$ cat src/rtl/axil_master.sv
// Single-outstanding AXI4-Lite master: one command in, one AXI transaction out, one response back.
// Optional hang detector enabled by defining AXIL_MASTER_TIMEOUT_EN (adds the timeout port).
module axil_master #(
  parameter int TIMEOUT_CYCLES = 1024
) (
  input  logic        clk,
  input  logic        rst,
  input  logic        cmd_valid,
  output logic        cmd_ready,
  input  logic        cmd_write,
  input  logic [31:0] cmd_addr,
  input  logic [31:0] cmd_wdata,
  input  logic [3:0]  cmd_wstrb,
  output logic        rsp_valid,
  input  logic        rsp_ready,
  output logic [31:0] rsp_rdata,
  output logic [1:0]  rsp_resp,
  output logic        busy,
  output logic [31:0] M_AXI_AWADDR,
  output logic [2:0]  M_AXI_AWPROT,
  output logic        M_AXI_AWVALID,
  input  logic        M_AXI_AWREADY,
  output logic [31:0] M_AXI_WDATA,
  output logic [3:0]  M_AXI_WSTRB,
  output logic        M_AXI_WVALID,
  input  logic        M_AXI_WREADY,
  input  logic [1:0]  M_AXI_BRESP,
  input  logic        M_AXI_BVALID,
  output logic        M_AXI_BREADY,
  output logic [31:0] M_AXI_ARADDR,
  output logic [2:0]  M_AXI_ARPROT,
  output logic        M_AXI_ARVALID,
  input  logic        M_AXI_ARREADY,
  input  logic [31:0] M_AXI_RDATA,
  input  logic [1:0]  M_AXI_RRESP,
  input  logic        M_AXI_RVALID,
  output logic        M_AXI_RREADY
`ifdef AXIL_MASTER_TIMEOUT_EN
  ,
  output logic        timeout
`endif
);

  typedef enum logic [2:0] {IDLE, WR, WRESP, RD, RDATA, RSP} state_e;

  state_e      state_q;
  logic [31:0] addr_q, wdata_q, rdata_q;
  logic [3:0]  wstrb_q;
  logic [1:0]  resp_q;
  logic        awvalid_q, wvalid_q, bready_q, arvalid_q, rready_q, rsp_valid_q;
  logic        aw_done, w_done;

  // A channel counts as done once its VALID has dropped or its handshake is happening now.
  assign aw_done = !awvalid_q || M_AXI_AWREADY;
  assign w_done  = !wvalid_q  || M_AXI_WREADY;

  // NOTE: sequential state uses non-blocking (<=) so every register samples pre-edge values.
  always_ff @(posedge clk or posedge rst) begin
    if (rst) begin
      state_q     <= IDLE;
      addr_q      <= '0;
      wdata_q     <= '0;
      wstrb_q     <= '0;
      rdata_q     <= '0;
      resp_q      <= '0;
      awvalid_q   <= 1'b0;
      wvalid_q    <= 1'b0;
      bready_q    <= 1'b0;
      arvalid_q   <= 1'b0;
      rready_q    <= 1'b0;
      rsp_valid_q <= 1'b0;
    end else begin
      unique case (state_q)
        IDLE: if (cmd_valid) begin
          addr_q  <= cmd_addr;
          wdata_q <= cmd_wdata;
          wstrb_q <= cmd_wstrb;
          if (cmd_write) begin
            awvalid_q <= 1'b1;
            wvalid_q  <= 1'b1;
            state_q   <= WR;
          end else begin
            arvalid_q <= 1'b1;
            state_q   <= RD;
          end
        end
        WR: begin
          if (M_AXI_AWREADY) awvalid_q <= 1'b0;
          if (M_AXI_WREADY)  wvalid_q  <= 1'b0;
          if (aw_done && w_done) begin
            bready_q <= 1'b1;
            state_q  <= WRESP;
          end
        end
        WRESP: if (M_AXI_BVALID) begin
          resp_q      <= M_AXI_BRESP;
          rdata_q     <= '0;
          bready_q    <= 1'b0;
          rsp_valid_q <= 1'b1;
          state_q     <= RSP;
        end
        RD: if (M_AXI_ARREADY) begin
          arvalid_q <= 1'b0;
          rready_q  <= 1'b1;
          state_q   <= RDATA;
        end
        RDATA: if (M_AXI_RVALID) begin
          rdata_q     <= M_AXI_RDATA;
          resp_q      <= M_AXI_RRESP;
          rready_q    <= 1'b0;
          rsp_valid_q <= 1'b1;
          state_q     <= RSP;
        end
        RSP: if (rsp_ready) begin
          rsp_valid_q <= 1'b0;
          state_q     <= IDLE;
        end
        default: state_q <= IDLE;
      endcase
    end
  end

  assign cmd_ready     = (state_q == IDLE);
  assign busy          = (state_q != IDLE);
  assign rsp_valid     = rsp_valid_q;
  assign rsp_rdata     = rdata_q;
  assign rsp_resp      = resp_q;
  assign M_AXI_AWADDR  = addr_q;
  assign M_AXI_AWPROT  = 3'b000;
  assign M_AXI_AWVALID = awvalid_q;
  assign M_AXI_WDATA   = wdata_q;
  assign M_AXI_WSTRB   = wstrb_q;
  assign M_AXI_WVALID  = wvalid_q;
  assign M_AXI_BREADY  = bready_q;
  assign M_AXI_ARADDR  = addr_q;
  assign M_AXI_ARPROT  = 3'b000;
  assign M_AXI_ARVALID = arvalid_q;
  assign M_AXI_RREADY  = rready_q;

`ifdef AXIL_MASTER_TIMEOUT_EN
  localparam int CNT_W = $clog2(TIMEOUT_CYCLES + 1);
  localparam logic [CNT_W-1:0] CNT_MAX = CNT_W'(TIMEOUT_CYCLES - 1);

  logic [CNT_W-1:0] wait_cnt_q;
  logic             timeout_q;
  logic             advance, waiting;

  // NOTE: every signal written in always_comb gets a default first, so no latch can be inferred.
  always_comb begin
    advance = 1'b0;
    waiting = 1'b0;
    unique case (state_q)
      IDLE:    advance = cmd_valid;
      WR:      begin waiting = 1'b1; advance = aw_done && w_done; end
      WRESP:   begin waiting = 1'b1; advance = M_AXI_BVALID;      end
      RD:      begin waiting = 1'b1; advance = M_AXI_ARREADY;     end
      RDATA:   begin waiting = 1'b1; advance = M_AXI_RVALID;      end
      RSP:     advance = rsp_ready;
      default: advance = 1'b1;
    endcase
  end

  // Counter saturates at CNT_MAX; the flag is report-only and never touches the handshakes.
  always_ff @(posedge clk or posedge rst) begin
    if (rst) begin
      wait_cnt_q <= '0;
      timeout_q  <= 1'b0;
    end else begin
      if (advance || !waiting)     wait_cnt_q <= '0;
      else if (wait_cnt_q != CNT_MAX) wait_cnt_q <= wait_cnt_q + CNT_W'(1);
      if (waiting && wait_cnt_q == CNT_MAX) timeout_q <= 1'b1;
    end
  end

  assign timeout = timeout_q;
`endif

endmodule

$ cat config.mk
export PLATFORM = sky130hd
export DESIGN_NAME = axil_master
export DESIGN_NICKNAME = d
export VERILOG_FILES = /design/src/rtl/axil_master.sv
export SDC_FILE = /design/constraint.sdc
export NUM_CORES = 1
export LEC_CHECK = 0
export CAP_MARGIN = 20
export CORE_MARGIN = 2
export CORE_UTILIZATION = 39
export DETAILED_ROUTE_END_ITERATION = 8
export GPL_ROUTABILITY_DRIVEN = 0
export PLACE_DENSITY_LB_ADDON = 0.1
export SETUP_SLACK_MARGIN = 0.02
export SLEW_MARGIN = 5
export SYNTH_ARGS = -nofsm -noshare
export SYNTH_HDL_FRONTEND = slang
export SYNTH_SLANG_ARGS = --single-unit
$ cat constraint.sdc
create_clock -name clk -period 4.05 [get_ports clk]
set_input_delay 0.6075 -clock clk [delete_from_list [all_inputs] [get_ports clk]]
set_output_delay 0.6075 -clock clk [all_outputs]
set_load 0.005 [all_outputs]
==> impl_metrics.ini, run 1 <==
[placement]
port_buffers = 255
dp.final_hpwl_um = 9202
pre_cts_slack_ns = 1.363
dp_cells = 746

[detailed_routing]
vias = 3623
drtAntennaViolNets = 0
wl_per_cell_um = 15.98
wl_um = 12140
drc = 0
vias_per_cell = 4.767
drtIter0Drc = 197
drt_first_pass_iters = 4

[synth]
synth-seq-cells = 111
avgSynthCellArea_sq_um = 12.03
synthTopCellsByCount = dfrtp_1 (111), nand2_1 (72), mux2_2 (60)
ys_warn_count = 0
syn_inst = 395
async_flop_share_pct = 100.0
netlist_area_sq_um = 4751
synth.most_common_cell = dfrtp_1
synth_edf_count = 0
netlist_top_cells_area = dfrtp_1 (58%), mux2_2 (14%), buf_4 (7.4%), nand2_1 (5.7%), o21ai_0 (3.2%)
ys_types = 32
synth.largest_area_cell = dfrtp_1
synthFlopType = dfrtp_1
netlist.area_leader.share_pct = 58.47
seq_area_frac_synth_pct = 58.47

[clocking]
ctsResizeCount = 0
cts_buffers = 9
cts_tree = built
numClockSinks = 111
post_cts_buffers = 0
clk_latency_ns = 0.34
h-tree-depth = 3
hold_buffers = 0
clk_path_buf_depth = 2
root_buffer = clkbuf_16
clk_pin_slew_ns = 0.06

[sta]
min_period_over_period_pct = 60.59
tns_ns = 0
rsz0062_at_grt = no
max_freq_mhz = 407.5
hold_violations = 0
worst_pin_slew_ns = 1.019
min_period_ns = 2.454
fin_worst_skew_ns = 0.004596
final-setup-viol-count = 0
relSlewSlack_pct = 32.04
setup_ws_ns = 1.596
finalMaxSlewViolations = 0

[pwr]
p_seq_share_pct = 37.4
sw_frac_of_total_pct = 28.88
vdd_ir_drop_max_mv = 0.4387
switchingPower_mw = 1.542
p_int_mw = 3.797
clkPwrFrac_pct = 16.1
power_density_nw_per_um2 = 723.5
p_comb_share_pct = 46.5
p_leak_nw = 3.023

[cells_and_area]
drive_above_1_share_pct = 12.89
layout.nets = 724
diodes = 0
fill_cells = 1017
layout.cells.non_filler = 760
syn2layout_area_growth_pct = 55.31

[worst_setup_path]
path_max_fanout = 20
cp_cell_sequence = nor3_1 > inv_1 > clkdlybuf4s50_1
cp-startpoint = state_q[0]
timing.rr.start = state_q[0]
max_stage_delay_ns = 0.77
worstSetupPathType = reg2out
r2r_slack_ns = 1.86
crit_required_ns = 3.44
critPathCapture = busy
cp_slowest_cell = dfrtp_1
r2r_cells = 3
reg2reg_to = M_AXI_ARADDR[21]
crit_arrival_ns = 1.85
cp-start-kind = register
cp-end-kind = output port

[global_routing]
grt_max_degree = 71
grt_pass1_vias = 3596
grt_first_pass_wirelength_um = 18920
track_usage_pct = 18.69
grt_overflow_total = 0
antenna_found_initial = 0

[floorplan]
rows = 40
die_area_sq_um = 13080
io_pins = 262
core_sq_um = 11960
die_w_um = 114.4
dieHeight_um = 114.4
initial_core_util_pct = 39.72

[job]
maxCapViolations = 0

[worst_hold_path]
hold_class = reg2reg

[outcome]
status = complete, no violations
==> cell usage in the layout (no fill, tap or decap), types with 2 or more instances in the layout <==
master,count
nand2b_1,2
clkdlybuf4s50_1,255
mux2_2,60
nor2_1,5
o21ai_1,8
mux2i_1,4
inv_1,5
nand2_1,72
clkbuf_16,9
a21oi_1,7
a32oi_1,2
conb_1,6
nand3b_1,2
o21ai_0,30
dfrtp_1,111
a31oi_1,3
mux2_1,9
buf_4,4
clkbuf_1,3
==> power groups by stage <==
stage	sequential (mW)	clock (mW)	combinational [mW]
6_report	2.00	0.858	2.48
5_1_grt	2.08	0.933	2.69
4_1_cts	2.01	0.890	2.52
3_5_place_dp	2.03	0	2.52
3_3_place_gp	1.99	0	2.47
2_1_floorplan	1.98	0	1.15
==> logic make-up after synthesis <==
logic type             synth area share (%)
buffers and inverters                 9.771
other                               0.07893
flip-flops                            58.47
AO/OA/AOI/OAI                         6.690
AND/OR/NAND/NOR                       7.796
multiplexers                          17.20
==> routing by layer <==
metal	share of wire [%]	GRT usage, %
met4	1.5	7.073
met3	9.2	6.564
met2	51	31.71
met5	0	0
met1	39	21.84
==> critical path: cells and delay by family (launching register included) <==
kind / cells / cell delay, ns
simple gates: 1 / 0.16
flops: 1 / 0.77
buf+inv: 2 / 0.58
==> sequential cells by signal (all words and copies together), names as in the netlist <==
register and count:
M_AXI_ARVALID 1, state_q 3, M_AXI_ARADDR 32, rsp_valid 1
rsp_resp 2, M_AXI_RREADY 1, M_AXI_WVALID 1, M_AXI_BREADY 1
M_AXI_WSTRB 4, M_AXI_WDATA 32, rsp_rdata 32, M_AXI_AWVALID 1
==> worst min-delay path by stage <==
stage,start,end,slack [ns],cells past startpoint
floorplan,rsp_rdata[12],rsp_rdata[12],0.47,2
global placement,rsp_rdata[25],rsp_rdata[25],0.46,2
global route,rsp_rdata[6],rsp_rdata[6],0.50,2
detailed placement,rsp_rdata[6],rsp_rdata[6],0.47,2
CTS,rsp_rdata[6],rsp_rdata[6],0.48,2
finish,rsp_rdata[6],rsp_rdata[6],0.48,2
==> per-stage QoR <==
step                util (%)  instance area (sq um)  hold slack, ns  power, mW
floorplan                  -                   4770          0.4733      3.122
global placement       59.34                   7098          0.4591      4.463
detailed placement     59.34                   7098          0.4694      4.545
CTS                    61.68                   7378          0.4845      5.419
global route           61.68                   7378          0.4954      5.701
finish                 61.68                   7378          0.4783      5.338
==> area by class of cell <==
type	count	area, sq um	area share (%)
Tap cell	147	183.9	2.493
Multi-Input combinational cell	223	1529	20.72
Inverter	6	25.02	0.3392
Timing Repair Buffer	259	2582	35.00
Clock inverter	1	30.03	0.4070
Sequential cell	111	2778	37.65
Clock buffer	13	250.2	3.392
No activity file was read; power rests on OpenSTA's default activity.
==> run 2: changes to the inputs <==
--- a/config.mk
+++ b/config.mk
@@ -7,7 +7,7 @@
 export LEC_CHECK = 0
 export CAP_MARGIN = 20
 export CORE_MARGIN = 2
-export CORE_UTILIZATION = 39
+export CORE_UTILIZATION = 35
 export DETAILED_ROUTE_END_ITERATION = 8
 export GPL_ROUTABILITY_DRIVEN = 0
 export PLACE_DENSITY_LB_ADDON = 0.1
==> constraint.sdc (replaced) <==
create_clock -name clk -period 2 [get_ports clk]
set_input_delay 0.3 -clock clk [delete_from_list [all_inputs] [get_ports clk]]
set_output_delay 0.3 -clock clk [all_outputs]
set_load 0.005 [all_outputs]
==> impl_metrics.ini, run 2 (same netlist as run 1, synthesis figures left out) <==
[cells_and_area]
syn2layout_area_growth_pct = 60.42
layout_commonest_cell = clkdlybuf4s50_1
diodes = 0
final_cell_mix = clkdlybuf4s50_1 (255), dfrtp_1 (109), nand2_1 (72), mux2_2 (60), o21ai_0 (30)
fill_cells = 1170
layout.cells.non_filler = 804
drive_above_1_share_pct = 15.45
layout.nets = 737

[global_routing]
antenna_found_initial = 0
track_usage_pct = 16.59
grt_max_degree = 70
top_usage_layer = met2
met3_usage_pct = 5.519
grt_use_met1_pct = 19.76
grt_first_pass_wirelength_um = 18690
grt_pass1_vias = 3538
met2_usage_pct = 27.40
grt_overflow_total = 0

[worst_setup_path]
crit_arrival_ns = 1.60
cp_slowest_cell = clkdlybuf4s50_1
crit_required_ns = 1.70
cpLargestDelayFamily = buffers and inverters
cp-end-kind = output port
reg2reg_to = rsp_rdata[20]
cp_num_buf_inv = 1
r2r_cells = 6
max_stage_delay_ns = 0.54
cp-start-kind = register
timing.rr.start = state_q[1]
r2r_slack_ns = 0.31
path_max_fanout = 7
cp_cell_sequence = nor3_2 > clkdlybuf4s50_1
worstSetupPathType = reg2out

[floorplan]
io_pins = 262
dieHeight_um = 120.5
core_sq_um = 13240
die_w_um = 120.5
die_area_sq_um = 14520
initial_core_util_pct = 35.87
rows = 42

[detailed_routing]
drtIter0Drc = 127
drc = 0
wl_um = 12000
vias = 3635
drtAntennaViolNets = 0
vias_per_cell = 4.521
wl_per_cell_um = 14.93
drt_first_pass_iters = 4

[sta]
min_period_over_period_pct = 94.98
tns_ns = 0
max_freq_mhz = 526.4
rsz0062_at_grt = no
final-setup-viol-count = 0
fin_worst_skew_ns = 0.007296
finalMaxSlewViolations = 0
min_period_ns = 1.900
hold_violations = 0

[pwr]
vdd_ir_drop_max_mv = 0.5647
p_comb_share_pct = 47.8
clkPwrFrac_pct = 16.1
sw_frac_of_total_pct = 28.57
switchingPower_mw = 3.157
p_leak_nw = 3.115
power_density_nw_per_um2 = 1450
p_seq_share_pct = 36.1
p_int_mw = 7.891

[outcome]
status = complete, no violations

[placement]
dp_cells = 785
dp.final_hpwl_um = 9128
port_buffers = 255

[clocking]
h-tree-depth = 3
cts_tree = built
numClockSinks = 111
clk_pin_slew_ns = 0.07
clk_latency_ns = 0.35
cts_buffers = 9
clk_path_buf_depth = 2
root_buffer = clkbuf_16

[worst_hold_path]
hold_class = in2async

[job]
maxCapViolations = 0
-- run 2: cell count changes in the layout (fill, tap and decap cells not counted), sizes merged --
cell and delta:
clkinvlp +2, inv -1, buf +13, clkinv +1
-- run 2: power groups by stage --
stage          clock (mW)  combinational [mW]  sequential (mW)
2_1_floorplan           0                2.32             4.00
3_3_place_gp            0                5.25             4.00
3_5_place_dp            0                5.31             4.04
4_1_cts              1.86                5.33             4.01
5_1_grt              1.95                5.71             4.15
6_report             1.78                5.28             3.99
-- run 2: layer usage --
metal	up-vias	wire, um
li1	1737	-
met1	1721	4758
met2	164	5955
met3	13	1052
met4	0	237
met5	-	0
-- run 2: final cells by class --
type / instances / area, sq um / share of cell area, %
timing repair buffer: 272 / 2768 / 36.32
clock buffer: 13 / 250.2 / 3.284
multi-input combinational: 223 / 1534 / 20.13
tap: 176 / 220.2 / 2.890
clock inverter: 3 / 42.54 / 0.5582
sequential: 111 / 2780 / 36.48
inverter: 6 / 26.28 / 0.3448
-- run 2: repair_timing --
item                       CTS  global route
setup endpoints to repair    2             1
buffers inserted             0             3
gates resized for setup      2             1
hold buffers                 0             0
hold endpoints to repair     0             0
-- run 2: worst min-delay path: stages --
cell and delay [ns]:
clkdlybuf4s50_1 0.44, clkinvlp_4 0.13, buf_12 0.27
-- run 2: worst max-delay path by stage --
stage	start	endpoint	slack, ns	cells past startpoint
after floorplan	rst	M_AXI_ARADDR[0]	0.36	1
after global placement	cmd_valid	M_AXI_ARADDR[19]	0.11	6
after detailed placement	cmd_valid	M_AXI_ARADDR[17]	0.09	6
after CTS	state_q[0]	cmd_ready	0.05	2
after global routing	state_q[0]	cmd_ready	0.04	2
final	state_q[0]	cmd_ready	0.10	2
-- run 2: metrics by stage --
| step | total power, mW | hold WS [ns] | setup slack (ns) | instance area [sq um] | utilization, % |
|---|---|---|---|---|---|
| after floorplan | 6.322 | 0.4172 | 0.3565 | 4773 | - |
| after global placement | 9.241 | 0.4606 | 0.1138 | 7298 | 55.11 |
| after detailed placement | 9.356 | 0.4693 | 0.08843 | 7298 | 55.11 |
| after CTS | 11.19 | 0.4199 | 0.04533 | 7597 | 57.37 |
| after global routing | 11.81 | 0.4274 | 0.04389 | 7621 | 57.55 |
| final | 11.05 | 0.4069 | 0.1005 | 7621 | 57.55 |
==> run 3: changes to the inputs <==
--- a/config.mk
+++ b/config.mk
@@ -10,6 +10,7 @@
 export CORE_UTILIZATION = 35
 export DETAILED_ROUTE_END_ITERATION = 8
 export GPL_ROUTABILITY_DRIVEN = 0
+export GPL_TIMING_DRIVEN = 1
 export PLACE_DENSITY_LB_ADDON = 0.1
 export SETUP_SLACK_MARGIN = 0.02
 export SLEW_MARGIN = 5
==> results of run 3 <==
Final layout, timing and power as in run 2 (identical DEF).
==> variant 1, RTL diff (flow settings as in run 1) <==
Encoding of `state_e`: now one-hot (6 bits for 6 states).
--- a/src/rtl/axil_master.sv
+++ b/src/rtl/axil_master.sv
@@ -41,7 +41,7 @@
 `endif
 );
 
-  typedef enum logic [2:0] {IDLE, WR, WRESP, RD, RDATA, RSP} state_e;
+  typedef enum logic [5:0] {IDLE = 6'b000001, WR = 6'b000010, WRESP = 6'b000100, RD = 6'b001000, RDATA = 6'b010000, RSP = 6'b100000} state_e;
 
   state_e      state_q;
   logic [31:0] addr_q, wdata_q, rdata_q;
Formal check against the unedited RTL: no difference found for any inputs over 4 cycles, from zero or initial values and one cycle with rst high; so few cycles prove little.
==> variant 1 against run 1 <==
Routed wire length rose by 11%. Worst setup slack got worse by 0.23 ns. Clock power rose by 66%. Final area rose by 10%. Final cell count rose by 7.2%. Power rose by 7.9%. Sequential cell count rose by 3. Maximum frequency fell by 8.6%. Area after synthesis rose by 7.7%. Critical endpoint is now cmd_ready. Largest power group unchanged.
==> variant 1: results (changes against run 1) <==
| Metric | Value |
|---|---|
| Cells after Synth | `403 (+2.0%)` |
| Initial antenna violation count | `0 (unchanged)` |
| Ys async rst share | `1.00 (unchanged)` |
| Met2 Wirelength | `6620 um (+7.6%)` |
| Inserted Clock Buffers | `17 (+8)` |
| Synth top area cells | `dfrtp_1 (55%), mux2_4 (20%), buf_4 (5.7%)` |
| First-pass GRT wire length | `21500 um (+13%)` |
| Post-Route M1 WL | `5350 um (+14%)` |
| P_leak | `3.59 nW (+19%)` |
| Switching portion of total power | `0.264 (-0.0250)` |
| Netlist cell types | `40 (+25%)` |
| Final #Nets | `744 (+2.8%)` |
| Final Skew | `0.00544 ns (+0.000841 ns)` |
| Outcome | `completed` |
| Worst min-delay path category | `register to register` |
| CP startpoint | `state_q[2]` |
| Via/cell ratio | `4.69 (-1.6%)` |
| WHS Endpoint | `rsp_rdata[25]` |
| Sequential-to-total area share from yosys stat | `0.558 (-0.0271)` |
| DP Area | `7540 sq um (+6.3%)` |
| Starting DRT DRC Count | `113 (-43%)` |
| Crit-path max FO | `12 (-40%)` |
| Peak supply drop | `0.000238 V (-46%)` |
| Critical path capture point | `cmd_ready` |
| Worst hold start | `rsp_rdata[25]` |
| Highest routed layer | `met4` |
| CTS H-tree depth | `4 (+1)` |
| Post-CTS Setup Bufs | `0 (unchanged)` |
| Vias in the first global route | `3866 (+7.5%)` |
| Port buffer count | `255 (unchanged)` |
| Placed cells | `782 (+4.8%)` |
| Worst skew pair latency | `0.40 ns (+0.06 ns)` |
| Worst R2R End | `M_AXI_ARADDR[12]` |
| Hold depth | `2 (unchanged)` |
| WL met3 | `1240 um (+11%)` |
| GRT Total Usage | `0.196 (+0.00895)` |
| Top cells by count, synth | `dfrtp_1 (113), nand2_1 (74), mux2_4 (68)` |
| Worst hold slack | `0.479 ns (+0.000848 ns)` |
| Rel. slew slack | `0.494 (+0.173)` |
| Routed WL | `13500 um (+11%)` |
| Antenna diode count | `0 (unchanged)` |
| Yosys warns | `0 (unchanged)` |
| Post-DP HPWL | `10100 um (+9.2%)` |
| Crit path DAT | `2.08 ns (+0.23 ns)` |
| Root Buffer | `clkbuf_16` |
| Reg-to-reg startpoint | `state_q[2]` |
| R2R setup slack | `1.58 ns (-0.28 ns)` |
| TritonRoute pass-1 iters | `4 (unchanged)` |
| Share of cells above drive strength 1 | `0.168 (+0.0391)` |
| Post-CTS Resized | `0 (unchanged)` |
| Non-filler cells in the finished layout | `815 (+7.2%)` |
| Largest net degree at the start of global routing | `89 (+25%)` |
| Worst reg-to-reg path cell count | `5 (+2)` |
==> variant 1: cell types whose count changed in the layout (fill, tap and decap cells not counted), moves of 3 or more <==
| cell | delta |
|---|---|
| mux2_2 | -60 |
| o21ai_0 | -23 |
| clkbuf_16 | +8 |
| clkinv_2 | +3 |
| mux2_1 | -9 |
| o21ai_1 | +25 |
| and3b_1 | +3 |
| clkbuf_1 | +4 |
| mux2_4 | +68 |
| o2bb2ai_1 | +3 |
| a21oi_1 | -5 |
==> variant 1: power groups by stage <==
stage	sequential, mW	clock [mW]	combinational, mW
floorplan	1.84	0	1.32
global placement	1.85	0	2.46
detailed placement	1.86	0	2.50
CTS	1.85	1.45	2.52
global route	1.91	1.51	2.63
finish	1.85	1.42	2.49
==> variant 1: cell families (layout without fill, tap and decap cells) <==
| group | after synthesis | in the layout | synth area share |
|---|---|---|---|
| multiplexers | 70 | 70 | 0.203 |
| buffers and inverters | 66 | 301 | 0.0885 |
| AO/OA/AOI/OAI | 55 | 55 | 0.0611 |
| AND/OR/NAND/NOR | 96 | 96 | 0.0870 |
| other | 1 | 6 | 0.000733 |
| XOR/XNOR | 1 | 1 | 0.00171 |
| flip-flops | 114 | 114 | 0.558 |
==> variant 1: cell type report <==
class / count / area, sq um
clock buffers: 27 / 493
clock inverters: 5 / 75.1
fillers: 1054 / 4580
inverters: 7 / 28.8
multi-input cells: 228 / 1840
flip-flops and latches: 114 / 2850
well taps: 172 / 215
repair buffers: 262 / 2630
==> variant 1: per-layer routing <==
layer,vias to the layer above,track usage
li1,1777,-
met1,1838,0.229
met2,183,0.320
met3,25,0.0753
met4,0,0.0856
met5,-,0
==> variant 1: critical path: stages (launching register included) <==
cell and delay (ns):
dfrtp_1 0.51, nor4_4 0.34, and3b_2 0.29, clkdlybuf4s50_1 0.54
==> variant 2, RTL diff (flow settings as in run 1) <==
Made on the original files. The option `AXIL_MASTER_TIMEOUT_EN` is turned on by a define.
--- a/src/rtl/axil_master.sv
+++ b/src/rtl/axil_master.sv
@@ -1,5 +1,7 @@
 // Single-outstanding AXI4-Lite master: one command in, one AXI transaction out, one response back.
 // Optional hang detector enabled by defining AXIL_MASTER_TIMEOUT_EN (adds the timeout port).
+`define AXIL_MASTER_TIMEOUT_EN
+
 module axil_master #(
   parameter int TIMEOUT_CYCLES = 1024
 ) (
Formal check against the unedited RTL (old outputs only; new: timeout): equivalent (Yosys induction, for registers that start in step).
==> variant 2 against run 1 <==
Combinational power rose by 11%. Maximum frequency fell by 0.30%. Register-to-register slack got worse by 0.25 ns. Power rose by 21%. Worst setup slack got worse by 0.0073 ns. Final area rose by 12%. Clock skew barely moved. Sequential share of layout area fell by 0.45 points. Sequential cell count rose by 12. Critical endpoint is now cmd_ready. Routed wire length rose by 8.9%. Final cell count rose by 5.0%. Area after synthesis rose by 10%. Via count rose by 6.4%.
==> variant 2: results (changes against run 1) <==
| Metric | Value |
|---|---|
| Adder-Cell Fraction of Synth Area | `0.00238 (+0.00238)` |
| Crit-path max FO | `16 (-20%)` |
| Via/cell ratio | `4.83 (+1.3%)` |
| Post-Route M1 WL | `5070 um (+8.0%)` |
| Synth Area in Compound Gates | `0.102 (+0.0347)` |
| DP Area | `7660 sq um (+8.0%)` |
| First-pass GRT wire length | `21000 um (+11%)` |
| Mux share of post-synthesis cell area | `0.154 (-0.0182)` |
| GRT Total Usage | `0.189 (+0.00205)` |
| Share of cells above drive strength 1 | `0.196 (+0.0673)` |
| Cells after Synth | `384 (-2.8%)` |
| Rel. slew slack | `0.428 (+0.107)` |
| Post-Synth XOR/XNOR Area | `0.00334 (+0.00334)` |
| R2R setup slack | `1.61 ns (-0.25 ns)` |
| Period utilization | `0.608 (+0.00180)` |
| CTS H-tree depth | `4 (+1)` |
| Synth top area cells | `dfrtp_1 (59%), mux2_2 (15%), buf_4 (6.0%)` |
| CP delay by family, top | `buffers and inverters` |
| Outcome | `completed` |
| Vias in the first global route | `3970 (+10%)` |
| Post-DP HPWL | `9570 um (+4.0%)` |
| Non-filler cells in the finished layout | `798 (+5.0%)` |
| Met2 Wirelength | `6520 um (+6.1%)` |
| Max stage delay on crit path | `0.56 ns (-0.21 ns)` |
| WL per Instance | `16.6 um (+3.7%)` |
| Grt met2 use | `0.309 (-0.00776)` |
| Worst skew pair latency | `0.41 ns (+0.07 ns)` |
| Hold depth | `1 (-1)` |
| Final Skew | `0.00465 ns (+0.0000530 ns)` |
| Slowest-stage cell, CP | `clkdlybuf4s50_1` |
| Yosys warns | `0 (unchanged)` |
| Port buffer count | `256 (+0.39%)` |
| Crit path DAT | `1.85 ns (about the same)` |
| Largest net degree at the start of global routing | `69 (-2.8%)` |
| Sequential-to-total area share from yosys stat | `0.587 (+0.00188)` |
| M1 GR Usage | `0.216 (-0.00220)` |
| GRT met3 Usage | `0.0846 (+0.0190)` |
| Worst hold slack | `0.475 ns (-0.00348 ns)` |
| Deepest clock path buffer count | `2 (unchanged)` |
| Peak supply drop | `0.000390 V (-11%)` |
| Top cells by count, synth | `dfrtp_1 (123), mux2_2 (69), buf_4 (42)` |
| P_leak | `3.45 nW (+14%)` |
| Worst reg-to-reg path cell count | `4 (+1)` |
| Netlist cell types | `46 (+44%)` |
| TritonRoute pass-1 iters | `4 (unchanged)` |
| WL met3 | `1380 um (+24%)` |
| Inserted Clock Buffers | `17 (+8)` |
| Placed cells | `766 (+2.7%)` |
| Final #Nets | `725 (+0.14%)` |
| Post-CTS Setup Bufs | `0 (unchanged)` |
| Pre-CTS setup slack | `1.41 ns (+0.0507 ns)` |
| Starting DRT DRC Count | `181 (-8.1%)` |
==> variant 2: final timing paths <==
| check | start | to |
|---|---|---|
| setup / recovery | state_q[0] | cmd_ready |
| hold / removal | timeout | timeout |
| setup reg to reg | state_q[0] | M_AXI_ARADDR[30] |
| hold reg to reg | timeout | timeout |
| max in group asynchronous | rst | M_AXI_WDATA[14] |
| min in group asynchronous | rst | rsp_rdata[1] |
==> variant 2: layout make-up <==
type	instances	area, sq um
Fill cell	1031	4920
Clock inverter	7	114
Inverter	6	25.0
Multi-Input combinational cell	201	1720
Sequential cell	123	3080
Clock buffer	24	482
Tap cell	176	220
Timing Repair Buffer	261	2630
==> variant 2: power by group <==
part / leakage (nW) / switching (mW) / internal (mW) / total [mW]
clock network: 0.294 / 0.505 / 1.01 / 1.52
logic: 1.63 / 0.854 / 1.89 / 2.75
registers: 1.53 / 0.398 / 1.81 / 2.21
total: 3.45 / 1.76 / 4.71 / 6.47
